**src/rtl/segasys1_vtiming.sv**
```systemverilog
`timescale 1ns/1ps
// segasys1_vtiming
// Master video timing generator for the System 1 video path. Produces the
// PH/PV raster counters, horizontal/vertical blanking and sync, an 8-bit
// frame counter and the vblank CPU interrupt request (held until INTACK).
// Every output is a register; counters and derived outputs advance only on
// VCLK edges where the pixel enable PCE is high.
//
// Optional build macro: SYS1_VTIMING_OFFSET_EN
//   defined   - HOFS/VOFS are latched once per frame (at the raster wrap)
//               and shift the HSYNC/VSYNC windows by -8..+7 pixels/lines.
//   undefined - HOFS/VOFS are ignored; sync starts exactly at HS_START/VS_START.
//
// Ports:
//   VCLK    in   1  clock, rising edge
//   RESET   in   1  synchronous reset, active-high, highest priority
//   PCE     in   1  pixel clock enable
//   INTACK  in   1  CPU interrupt acknowledge pulse (clears IRQ)
//   HOFS    in   4  signed HSYNC offset
//   VOFS    in   4  signed VSYNC offset
//   PH      out  9  horizontal pixel counter
//   PV      out  9  vertical line counter
//   HBLK    out  1  horizontal blank
//   VBLK    out  1  vertical blank
//   HSYNC   out  1  horizontal sync, active-high
//   VSYNC   out  1  vertical sync, active-high
//   IRQ     out  1  vblank interrupt request, level
//   FRAME   out  8  frame counter

module segasys1_vtiming #(
  parameter int H_TOTAL  = 320,
  parameter int H_ACTIVE = 256,
  parameter int HS_START = 280,
  parameter int HS_WIDTH = 24,
  parameter int V_TOTAL  = 260,
  parameter int V_ACTIVE = 224,
  parameter int VS_START = 236,
  parameter int VS_WIDTH = 3
) (
  input  logic       VCLK,
  input  logic       RESET,
  input  logic       PCE,
  input  logic       INTACK,
  input  logic [3:0] HOFS,
  input  logic [3:0] VOFS,
  output logic [8:0] PH,
  output logic [8:0] PV,
  output logic       HBLK,
  output logic       VBLK,
  output logic       HSYNC,
  output logic       VSYNC,
  output logic       IRQ,
  output logic [7:0] FRAME
);

  localparam logic [8:0] H_LAST   = 9'(H_TOTAL - 1);
  localparam logic [8:0] V_LAST   = 9'(V_TOTAL - 1);
  localparam logic [8:0] H_ACT    = 9'(H_ACTIVE);
  localparam logic [8:0] V_ACT    = 9'(V_ACTIVE);
  localparam logic [8:0] V_ACT_P1 = 9'(V_ACTIVE + 1);

  logic       h_wrap;
  logic       v_wrap;
  logic [8:0] ph_nxt;
  logic [8:0] pv_nxt;
  logic [7:0] frame_nxt;

  logic signed [3:0] hofs_nxt;
  logic signed [3:0] vofs_nxt;

  // True when pos lies in the sync window [start+ofs, start+ofs+width),
  // with the window start and the distance taken modulo total so that a
  // window crossing the counter wrap stays contiguous.
  function automatic logic in_window(input logic [8:0] pos,
                                     input logic signed [3:0] ofs,
                                     input int total,
                                     input int start,
                                     input int width);
    int s;
    int d;
    s = start + int'(ofs);
    if (s < 0)
      s = s + total;
    else if (s >= total)
      s = s - total;
    d = int'(pos) - s;
    if (d < 0)
      d = d + total;
    return (d < width);
  endfunction

  always_comb begin
    h_wrap    = (PH == H_LAST);
    v_wrap    = (PV == V_LAST);
    ph_nxt    = h_wrap ? 9'd0 : PH + 9'd1;
    pv_nxt    = PV;
    frame_nxt = FRAME;
    if (h_wrap) begin
      if (v_wrap) begin
        pv_nxt    = 9'd0;
        frame_nxt = FRAME + 8'd1;
      end else begin
        pv_nxt = PV + 9'd1;
      end
    end
  end

`ifdef SYS1_VTIMING_OFFSET_EN
  logic signed [3:0] hofs_l;
  logic signed [3:0] vofs_l;

  // New offsets are used already for the first pixel of the new frame, so
  // the sync outputs registered on the wrap edge match the frame they start.
  always_comb begin
    hofs_nxt = hofs_l;
    vofs_nxt = vofs_l;
    if (h_wrap && v_wrap) begin
      hofs_nxt = HOFS;
      vofs_nxt = VOFS;
    end
  end
`else
  assign hofs_nxt = 4'sd0;
  assign vofs_nxt = 4'sd0;
  logic unused_ofs;
  assign unused_ofs = ^{HOFS, VOFS};
`endif

  always_ff @(posedge VCLK) begin
    if (RESET) begin
      PH    <= 9'd0;
      PV    <= 9'd0;
      FRAME <= 8'd0;
      HBLK  <= 1'b0;
      VBLK  <= 1'b0;
      HSYNC <= 1'b0;
      VSYNC <= 1'b0;
      IRQ   <= 1'b0;
`ifdef SYS1_VTIMING_OFFSET_EN
      hofs_l <= 4'sd0;
      vofs_l <= 4'sd0;
`endif
    end else begin
      if (PCE) begin
        PH    <= ph_nxt;
        PV    <= pv_nxt;
        FRAME <= frame_nxt;
        HBLK  <= (ph_nxt >= H_ACT);
        VBLK  <= (pv_nxt >= V_ACT);
        HSYNC <= in_window(ph_nxt, hofs_nxt, H_TOTAL, HS_START, HS_WIDTH);
        VSYNC <= in_window(pv_nxt, vofs_nxt, V_TOTAL, VS_START, VS_WIDTH);
`ifdef SYS1_VTIMING_OFFSET_EN
        hofs_l <= hofs_nxt;
        vofs_l <= vofs_nxt;
`endif
      end

      // Setting on the vblank line entry beats a simultaneous acknowledge.
      if (PCE && ph_nxt == 9'd0 && pv_nxt == V_ACT)
        IRQ <= 1'b1;
      else if (INTACK || (PCE && ph_nxt == 9'd0 && pv_nxt == V_ACT_P1))
        IRQ <= 1'b0;
    end
  end

endmodule

```
**config.mk**
```make
export PLATFORM = sky130hd
export DESIGN_NAME = segasys1_vtiming
export DESIGN_NICKNAME = d
export VERILOG_FILES = /design/src/rtl/segasys1_vtiming.sv
export SDC_FILE = /design/constraint.sdc
export NUM_CORES = 1
export LEC_CHECK = 0
export CORE_MARGIN = 1
export CORE_UTILIZATION = 46
export DETAILED_ROUTE_END_ITERATION = 6
export HOLD_SLACK_MARGIN = 0.08
export PLACE_DENSITY = 0.71
export SYNTH_ARGS = -nofsm -noshare
export SYNTH_HDL_FRONTEND = slang
export SYNTH_SLANG_ARGS = --single-unit
export TNS_END_PERCENT = 1
```
**constraint.sdc**
```tcl
create_clock -name VCLK -period 10.6 [get_ports VCLK]
set_input_delay 3.18 -clock VCLK [delete_from_list [all_inputs] [get_ports VCLK]]
set_output_delay 3.18 -clock VCLK [all_outputs]
set_load 0.005 [all_outputs]
```
# Word-level counts from Yosys, hierarchy flattened
# Index checks and enable logic that the tools add are counted.
# op_classes
n_eq_ne	4
n_addsub	7
reduce_logical	7
n_mux	15
order_cmp	6
# ops
op	n
32-bit 2-to-1 mux	10
32-bit by 10-bit adder with 32-bit output (second input constant)	2
32-bit by 1-bit < comparator with 1-bit output (second input constant)	2
10-bit by 32-bit subtractor with 32-bit output	2
32-bit by 3-bit < comparator with 1-bit output (second input constant)	1
32-bit by 6-bit < comparator with 1-bit output (second input constant)	1
9-bit 2-to-1 mux	3
9-bit by 1-bit adder with 9-bit output (second input constant)	2
9-bit by 8-bit equality test with 1-bit output (second input constant)	2
9-bit equality test (second input constant)	2
9-bit by 8-bit >= comparator with 1-bit output (second input constant)	1
9-bit >= comparator (second input constant)	1
9-bit zero test	1
8-bit by 1-bit adder with 8-bit output (second input constant)	1
1-bit logical AND	3
3-bit AND reduction	1
1-bit 2-to-1 mux	2
2-bit nonzero test	1
1-bit logical OR	1
# totals
input_bits	12
word_cells	47
ff_bits	31
out_inout_bits	31

# Longest topological paths before layout
# depth
ltp_word	9
depth_mapped	15
ltp_nobuf	15

# Worst setup path before layout
# Ideal clock, no wire load.
# synth_path
path_type	input port to flip-flop
start	input port PCE
end	register FRAME[7]
path_stages	5
arrival_ns	4.117
setup_slack_ns	6.412
path_cell_list	nand2_1 nor2_1 nand4_1 or3_1 a21oi_1
# synth_via
elab_chain_len	1
# synth_lines
item	line	text
start: declaration	42	input logic PCE,
3-bit AND reduction (no line)	n/a	
end signal: assignment	147	FRAME <= frame_nxt;
end: declaration	53	output logic [7:0] FRAME
# No other way between the ends.
# A chain may end at the register's enable or synchronous reset.

# Worst setup path in the final report
# Same ends and word-level chain as after synthesis.

==> reports/metrics.csv <==
metric,value,unit
dpl.hpwl,4.25,mm
grt_max_degree,32,
rows,26,
placed_cell_area,2810,um2
unrepaired_setup_endpoints_after_global_routing,no,
worst_ir_drop_vdd,0.0000644,V
synth-seq-area-share,24.4,%
routabilityCongestion,0.923,
number_of_buffers_added_on_ports,34,
clkTransAtPathRegs,60,ps
layout_overhead_on_the_synthesized_area,18.0,%
detail_route.wl_per_cell,14.3,um
grt.overflow.total,0,
worstSetupPathDepth,7,
antenna_violations_before_repair,0,
postSynthAreaPerCell,7.83,um2
clock_sinks,30,
wire_length_of_the_first_global_routing_pass,9.76,mm
timing_worst_setup_path_type,in -> reg,
filler_cell_count,527,
final_nets,363,
critical_path.startpoint_type,primary input,
outcome,completed,
initial_utilization,47.8,%
post_synth_num_cell_types,57,
clk_path_buf_depth,2,
design_area,2900,um2
critical_path_buf_inv_count,2,
insertion_delay,290,ps
globalRouteTotalUtil,22.4,%
antenna-diode-count,0,
post_synth_inst_count,314,
worst_ep_arrival_time,5210,ps
postSynth.asyncResetShare,0,%
final-setup-viol-count,0,
worst-slew-pin-transition,1170,ps
data_required_time_at_the_worst_endpoint,10800,ps
crit_chain,clkdlybuf4s50_1 > buf_4 > nand2_1 > nor2_1 > nand4_1 > or3_1 > a21oi_1,
ys_seq_elements,30,
cts.hold.buffers_added,0,
worst_setup_path_endpoint,FRAME[7],
io_pins,43,
synthesized_cell_area,2460,um2
end_kind,register,
die_height,75.1,um
postSynthNetCount,337,
design.die.area,5640,um2
final_worst_path_period_share,47.3,%
ctsResizeCount,0,
floorplan.core_area,5140,um2
critPathTopFamily,simple AND/OR/NAND/NOR gates,
finalHoldWorstSlack,481,ps
maxCapViolCount,0,
cts-root-buf,clkbuf_8,
report.final.hold_viol_count,0,
ys.flop_type,dfxtp_1,
r2r_slack,6510,ps
route.detailed.drc,0,
fmax,199,MHz
crit_start,PCE,
layout-drive-gt1-share,6.16,%
dieWidth,75.1,um
report.power.total,252,uW
drt_pass1_iterations,4,
critical-path-slowest-cell,clkdlybuf4s50_1,
clock_period_minus_worst_slack,5020,ps
total_leakage_power,1.10,nW
synth-edff-count,0,
avgViaCountPerCell,5.74,
via_count,2360,
detail_route.wirelength,5.88,mm
detail-route-antenna-nets,0,
tritoncts,yes,
yosys_warnings,0,
crit-reg2reg-launch,PH[0],
timing.max_slew.rel_slack,21.6,%
rr_worst_depth,15,
regToRegEndpoint,VSYNC,
power_per_cell_area,87.0,nW/um2
cts_setup_buffers,0,
timing_max_transition_violations_final,0,
cts_made_buffers,5,
vias_in_the_first_global_route,2090,
timing.critical_path.slowest_cell_delay,450,ps
fin_skew,7.48,ps
drt-initial-drc-count,116,
hp-class,reg -> reg,
crit_fanout,31,
timing.setup.tns,0,ps
htree_levels,2,
-- flip-flops by register name, indices dropped and copies added, names as in the netlist --
register,count
PH,9
PV,9
HSYNC,1
IRQ,1
VSYNC,1
VBLK,1
FRAME,8
-- tightest hold or removal path, delay by kind of cell (launching register included) --
family / cells / cell delay, ps
AOI/OAI and AO/OA: 1 / 50
DFF: 1 / 310
and+or+nand+nor: 1 / 80
-- cell families after synthesis --
family / after synthesis / synth area share (%)
fa+ha+maj: 11 / 5.60
flops: 30 / 24.4
xor+xnor: 29 / 10.6
buf+inv: 28 / 5.29
mux: 10 / 4.12
simple gates: 136 / 30.1
compound gates: 70 / 19.8
-- final cells by class --
type,count,area [um2],share of cell area [%]
Timing Repair Buffer,35,348,12.0
Clock inverter,1,5.00,0.173
Tap cell,70,87.6,3.02
Multi-Input combinational cell,256,1730,59.6
Inverter,12,45.0,1.55
Sequential cell,30,601,20.7
Clock buffer,7,86.3,2.98
-- metal layers --
metal | vias to the layer above | GRT usage [%] | routed length [um]
met1 | 1108 | 30.7 | 2740
li1 | 1195 | - | -
met2 | 49 | 35.7 | 2800
met4 | 0 | 7.76 | 83
met3 | 8 | 3.61 | 247
met5 | - | 0 | 0
-- worst min-delay path by stage --
stage / endpoint / start / cells past startpoint
floorplan: FRAME[7] / FRAME[7] / 2
CTS: VBLK / VBLK / 2
global placement: FRAME[7] / FRAME[7] / 2
global route: HSYNC / HSYNC / 2
detailed placement: FRAME[7] / FRAME[7] / 2
finish: VBLK / VBLK / 2
-- cells in the final DEF, fill, tap and decap left out, types with 2 or more instances in the layout --
| cell type | count |
|---|---|
| a211oi_1 | 9 |
| a21o_1 | 3 |
| a21oi_1 | 18 |
| a31oi_1 | 3 |
| and2_1 | 4 |
| and3_1 | 7 |
| clkbuf_8 | 6 |
| clkdlybuf4s50_1 | 34 |
| dfxtp_1 | 30 |
| ha_1 | 11 |
| inv_1 | 11 |
| mux2i_1 | 9 |
| nand2_1 | 26 |
| nand2b_1 | 3 |
| nand3_1 | 9 |
| nand4_1 | 15 |
| nand4b_1 | 3 |
| nor2_1 | 43 |
| nor2b_1 | 2 |
| nor3_1 | 7 |
| nor4_1 | 2 |
| nor4_2 | 3 |
| o2111ai_1 | 2 |
| o211ai_1 | 3 |
| o21ai_0 | 12 |
| o22ai_1 | 2 |
| o31a_1 | 2 |
| o31ai_1 | 3 |
| or3_1 | 5 |
| xnor2_1 | 15 |
| xor2_1 | 13 |
-- power by group --
part | switching [mW] | internal, mW | total, mW
Sequential | 0.00513 | 0.116 | 0.121
Clock | 0.0437 | 0.0523 | 0.0960
Combinational | 0.0185 | 0.0170 | 0.0356
Total | 0.0673 | 0.185 | 0.252
-- synth_stat cells, types with 2 or more instances --
master     number  share of area, %
nor2_1         43               6.6
dfxtp_1        30                24
nand2_1        26               4.0
a21oi_1        18               3.7
nand4_1        15               3.8
xnor2_1        15               5.3
xor2_1         13               4.6
o21ai_0        12               2.4
ha_1           11               5.6
inv_1          11               1.7
a211oi_1        9               2.7
mux2i_1         9               3.7
nand3_1         9               1.8
and3_1          7               1.8
clkbuf_1        7               1.1
nor3_1          7               1.4
buf_2           5               1.0
or3_1           5               1.3
and2_1          4               1.0
a21o_1          3              0.92
a31oi_1         3              0.76
nand2b_1        3              0.76
nand4b_1        3               1.1
nor4_2          3               1.5
o211ai_1        3              0.92
o31ai_1         3              0.92
buf_6           2              0.92
nor2b_1         2              0.51
nor4_1          2              0.51
o2111ai_1       2              0.71
o22ai_1         2              0.51
o31a_1          2              0.71
-- stage by stage --
step / setup WS (ps) / instances / utilization [%]
finish: 5580 / 411 / 56.4
detailed placement: 5280 / 403 / 54.6
global route: 5390 / 411 / 56.4
CTS: 5590 / 411 / 56.4
global placement: 5300 / 403 / 54.6
floorplan: 6410 / 314 / -
Power figures use the tool's default switching activity.
